<file path="src/rtl/conv1_window.sv">
// conv1_window: raster-scan 3x3 window generator feeding the conv1 filter bank.
// Two line buffers (LB1 = row r-2, LB0 = row r-1) indexed by column, plus a
// two-column shift window; the incoming column completes the 3x3 neighbourhood.
// Optional macro CONV1_WIN_SOF_EN adds a frame_start input that forces the
// accepted pixel to position (0,0).
module conv1_window #(
  parameter int IMG_W  = 28,
  parameter int IMG_H  = 28,
  parameter int DATA_W = 32
) (
  input  logic              clk,
  input  logic              rst_n,
  input  logic [DATA_W-1:0] pixel_in,
  input  logic              pixel_valid,
`ifdef CONV1_WIN_SOF_EN
  input  logic              frame_start,
`endif
  output logic [DATA_W-1:0] data_out [0:8],
  output logic              valid_out,
  output logic              frame_done
);

  localparam int CW = $clog2(IMG_W);
  localparam int RW = $clog2(IMG_H);
  localparam logic [CW-1:0] LAST_COL = CW'(IMG_W - 1);
  localparam logic [RW-1:0] LAST_ROW = RW'(IMG_H - 1);

  logic [CW-1:0]     r_col;
  logic [RW-1:0]     r_row;
  logic [CW-1:0]     w_col;
  logic [RW-1:0]     w_row;
  logic              w_sof;
  logic              w_emit;
  logic              w_last;
  logic [DATA_W-1:0] r_lb1 [0:IMG_W-1];
  logic [DATA_W-1:0] r_lb0 [0:IMG_W-1];
  // r_sw[0] = column c-2, r_sw[1] = column c-1; index 0..2 = rows r-2..r
  logic [DATA_W-1:0] r_sw [0:1][0:2];
  logic [DATA_W-1:0] w_newcol [0:2];

`ifdef CONV1_WIN_SOF_EN
  assign w_sof = frame_start;
`else
  assign w_sof = 1'b0;
`endif

  // Effective position of the pixel being accepted (start-of-frame overrides counters)
  always_comb begin
    w_col  = w_sof ? '0 : r_col;
    w_row  = w_sof ? '0 : r_row;
    w_emit = (w_row >= RW'(2)) && (w_col >= CW'(2));
    w_last = (w_row == LAST_ROW) && (w_col == LAST_COL);
  end

  // New rightmost window column: rows r-2, r-1 from line buffers, row r from input
  always_comb begin
    w_newcol[0] = r_lb1[w_col];
    w_newcol[1] = r_lb0[w_col];
    w_newcol[2] = pixel_in;
  end

  // Line buffers roll down one row at the accepted column; contents are not reset
  always_ff @(posedge clk) begin
    if (pixel_valid) begin
      r_lb1[w_col] <= r_lb0[w_col];
      r_lb0[w_col] <= pixel_in;
    end
  end

  // Raster position counters, wrapping at end of line and end of frame
  always_ff @(posedge clk or negedge rst_n) begin
    if (!rst_n) begin
      r_col <= '0;
      r_row <= '0;
    end else if (pixel_valid) begin
      if (w_col == LAST_COL) begin
        r_col <= '0;
        r_row <= (w_row == LAST_ROW) ? '0 : w_row + 1'b1;
      end else begin
        r_col <= w_col + 1'b1;
        r_row <= w_row;
      end
    end
  end

  // Shift window advances one column per accepted pixel
  always_ff @(posedge clk or negedge rst_n) begin
    if (!rst_n) begin
      r_sw <= '{default: '0};
    end else if (pixel_valid) begin
      r_sw[0] <= r_sw[1];
      r_sw[1] <= w_newcol;
    end
  end

  // Register complete windows and the valid/frame_done strobes
  always_ff @(posedge clk or negedge rst_n) begin
    if (!rst_n) begin
      data_out   <= '{default: '0};
      valid_out  <= 1'b0;
      frame_done <= 1'b0;
    end else begin
      valid_out  <= pixel_valid && w_emit;
      frame_done <= pixel_valid && w_emit && w_last;
      if (pixel_valid && w_emit) begin
        data_out[0] <= r_sw[0][0];
        data_out[1] <= r_sw[1][0];
        data_out[2] <= w_newcol[0];
        data_out[3] <= r_sw[0][1];
        data_out[4] <= r_sw[1][1];
        data_out[5] <= w_newcol[1];
        data_out[6] <= r_sw[0][2];
        data_out[7] <= r_sw[1][2];
        data_out[8] <= w_newcol[2];
      end
    end
  end

endmodule

</file>
<file path="config.mk">
export PLATFORM = sky130hd
export DESIGN_NAME = conv1_window
export DESIGN_NICKNAME = d
export VERILOG_FILES = /design/src/rtl/conv1_window.sv
export SDC_FILE = /design/constraint.sdc
export NUM_CORES = 2
export LEC_CHECK = 0
export CAP_MARGIN = 20
export CORE_ASPECT_RATIO = 0.8
export CORE_UTILIZATION = 40
export DETAILED_ROUTE_END_ITERATION = 10
export HOLD_SLACK_MARGIN = 0.03
export PLACE_DENSITY = 0.59
export SLEW_MARGIN = 20
export SYNTH_ARGS = -nofsm -noshare
export SYNTH_HDL_FRONTEND = slang
export SYNTH_SLANG_ARGS = --single-unit
</file>
<file path="constraint.sdc">
create_clock -name clk -period 6.8 [get_ports clk]
set_clock_uncertainty 0.05 [all_clocks]
set_input_delay 1.7 -clock clk [delete_from_list [all_inputs] [get_ports clk]]
set_output_delay 1.7 -clock clk [all_outputs]
set_load 0.01 [all_outputs]
</file>
==> flow_summary.toml <==
[clock_tree]
hold_buffers = 0
h-tree-depth = 4
clockRootBuffer = "clkbuf_16"
clk_latency_ns = 0.84
clockBufferDepth = 3
clkSinkCount = 2284
cts_tree = "done"
path_clk_slew_ns = 0.07
cts_setup_buffers = 0
numCtsBuffers = 209
post_cts_resized = 0

[detailed_routing]
viasPerCell = 5.62
vias = 47500
wl_um = 244000
postRouteAntennaNets = 0
avgRoutedWirePerCell_um = 28.8
dr.pass1.iters = 6
dr.first_iter.drc_count = 5236
drc_errors = 0

[floorplanning]
num_io_pins = 325
start_util_pct = 40.3
fp.dieW_um = 522
die_area_um2 = 218000
die-height_um = 418
fp-row-count = 152
coreArea_um2 = 215000

[pwr]
swShare_pct = 33.1
internal-power_mw = 29.5
power_density_nw_per_um2 = 440
p_switching_mw = 14.6
pwr-share-clk_pct = 26.1
pwr-share-seq_pct = 45.6
p_leak_nw = 35.8
comb_power_share_pct = 28.4
ir_worst_vdd_mv = 0.290

[grt]
grt_overflow = 0
grt_pass1_wl_um = 344000
antenna_found_initial = 13
grt_max_degree = 139
grt_pass1_vias = 46300
grt_util_all_layers_pct = 22.2

[finish]
fillerInstances = 18100
finalCoreUtilization_pct = 46.7
syn2layout_area_growth_pct = 16.0
fin_area_um2 = 100000
seq_area_um2 = 66100
nNetsFinal = 5459
layout-drive-gt1-share_pct = 15.0
multi_input_area_um2 = 19300
stdcell_count = 8453

[setup_path]
crit_required_ns = 7.46
regToRegSetupSlack_ns = 2.20
crit_fanout = 33
worst_ep_arrival_time_ns = 5.26
crit_path_max_incr_delay_ns = 0.91
cpLargestDelayFamily = "buffers and inverters"
end_kind = "register"
cp_cell_sequence = "buf_4 -> nand3b_1 -> buf_4 -> o22ai_1 -> a211oi_2 -> nand3_2 -> mux2_4"
startpoint_type = "register"
crit_buf_inv = 2
worst-setup-path-type = "register to register"
critPathMostFrequentCell = "buf_4"
cpMaxStageDelayCell = "dfrtp_4"

[sta]
finalHoldViolCount = 0
maxSlewViolCount = 0
worstMarginPinSlew_ns = 1.11
fmax_mhz = 217
setup_slack_ns = 2.20
slew_headroom_pct = 25.7
tns_ns = 0
rsz0062_at_grt = "false"
post-route-period-util_pct = 67.7
finalSetupViolations = 0
fin_crit_ns = 4.60

[logic_synthesis]
synthesis.nets = 5067
async_flop_share_pct = 21.5
syn_area_um2 = 86500
ys_warn_count = 0
syn_area_per_cell_um2 = 17.2
synth_cells = 5026
ys_types = 52
synth_ff_type = "edfxtp_1"
synth_edf_count = 1792
synth-seq-cells = 2284
synth-seq-area-share_pct = 76.5

[hold_path]
hold_path.class = "register to register"

[run]
maxCapViolCount = 0

[placed_design]
dp_cells = 8056
routabilityCongestion = 0.792
place_area_um2 = 93700
portBuffers = 324
dp_hpwl_um = 137000
preCtsSetupSlack_ns = 2.27

[run_status]
run_status = "completed"
-- metrics by stage --
step | hold WS (ns) | total power [mW]
floorplan | 0.385 | 26.4
global placement | 0.396 | 32.6
detailed placement | 0.399 | 32.9
CTS | 0.413 | 44.3
global route | 0.428 | 45.6
finish | 0.405 | 44.1
-- area by class of cell --
class / count / share of cell area, %
multi-input combinational: 2456 / 19.2
sequential: 2284 / 65.9
timing repair buffer: 462 / 4.63
antenna: 4 / 0.00998
clock inverter: 76 / 0.562
inverter: 5 / 0.0287
clock buffer: 317 / 6.07
tap: 2849 / 3.55
-- cells in the final DEF, fill, tap and decap left out, drive strengths merged, types with 3 or more instances in the layout --
cell type and count:
nand2 736, or4b 4, nand4bb 5, dfrtp 492
a22oi 33, mux2 173, o22ai 300, mux2i 653
nor2 126, nor4 38, or2 3, nand3 28
ha 6, or3 3, edfxtp 1792, mux4 120
a211oi 54, clkinv 60, o21ai 7, and3 4
diode 4, xor2 4, inv 15, nand2b 14
clkbuf 317, or4 3, and2 5, bufinv 5
buf 151, nor3 6, o311ai 8, nand4 15
nor2b 5, a21oi 15, clkdlybuf4s50 311, a31oi 76
-- registers in the layout, summed over array words and instances (netlist names) --
name and count:
valid_out 1, frame_done 1, r_sw 192, r_col 5, r_row 5, r_lb1 896
data_out 288, r_lb0 896
-- worst paths after layout --
check | from | end | cells after the start
worst min-delay path | r_sw[165]$_DFFE_PN0P_ | data_out[261]$_DFFE_PN0P_ | 2
worst max-delay path | r_col[0]$_DFFE_PN0P_ | data_out[115]$_DFFE_PN0P_ | 7
min in group asynchronous | rst_n | r_sw[4]$_DFFE_PN0P_ | 1
max in group asynchronous | rst_n | r_sw[70]$_DFFE_PN0P_ | 2
worst max register to register | r_col[0]$_DFFE_PN0P_ | data_out[115]$_DFFE_PN0P_ | 7
worst min register to register | r_sw[165]$_DFFE_PN0P_ | data_out[261]$_DFFE_PN0P_ | 2
-- per-layer routing --
metal	vias up	routed length, µm	track usage, %
li1	20100	-	-
met1	25200	107000	32.5
met2	1889	113000	34.5
met3	273	18600	3.81
met4	0	4880	5.06
met5	-	0	0
-- Yosys cell counts (all sizes together) (4+ instances only) --
cell type  count  share of area [%]
nor2b          5              0.036
o22ai        300                2.2
nand4bb        5              0.065
mux2i        653                7.6
a31oi         76               0.55
nand2b        14               0.10
a22oi         33               0.29
xor2           4              0.041
inv            5              0.022
ha             6              0.087
nand2        736                3.2
buf          200                1.2
o311ai         8              0.081
o21ai          7              0.041
nor4          38               0.27
mux2         173                2.4
clkbuf        81               0.35
or4b           4              0.046
nand4         15               0.11
a211oi        54               0.60
edfxtp      1792                 62
and2           5              0.036
mux4         120                3.1
nor3           6              0.035
a21oi         15              0.087
and3           4              0.029
dfrtp        492                 14
nand3         28               0.24
nor2         126               0.55
-- kinds of logic (layout without fill, tap and decap cells) --
| logic type | count (synthesis) | in the layout | share of synthesized area (%) |
|---|---|---|---|
| simple gates | 1000 | 1000 | 4.84 |
| flops | 2284 | 2284 | 76.5 |
| buf+inv | 286 | 860 | 1.62 |
| xor+xnor | 4 | 4 | 0.0405 |
| fa+ha+maj | 6 | 6 | 0.0868 |
| other cells | 0 | 4 | 0 |
| compound gates | 500 | 500 | 3.88 |
| mux | 946 | 946 | 13.1 |
-- power groups by stage --
stage	combinational [mW]	clock, mW	sequential, mW
after global routing	13.2	12.2	20.3
after global placement	12.3	0	20.3
after CTS	12.5	11.7	20.1
after detailed placement	12.5	0	20.4
after floorplan	6.33	0	20.1
final	12.5	11.5	20.1
-- worst reg2reg max path, delay by kind of cell, from the launching register on --
family	cells	cell delay [ns]
buffers and inverters	2	1.36
DFF	1	0.91
and+or+nand+nor	2	0.99
muxes	1	0.68
AOI/OAI and AO/OA	2	0.49
(Power assumes the default switching activity.)
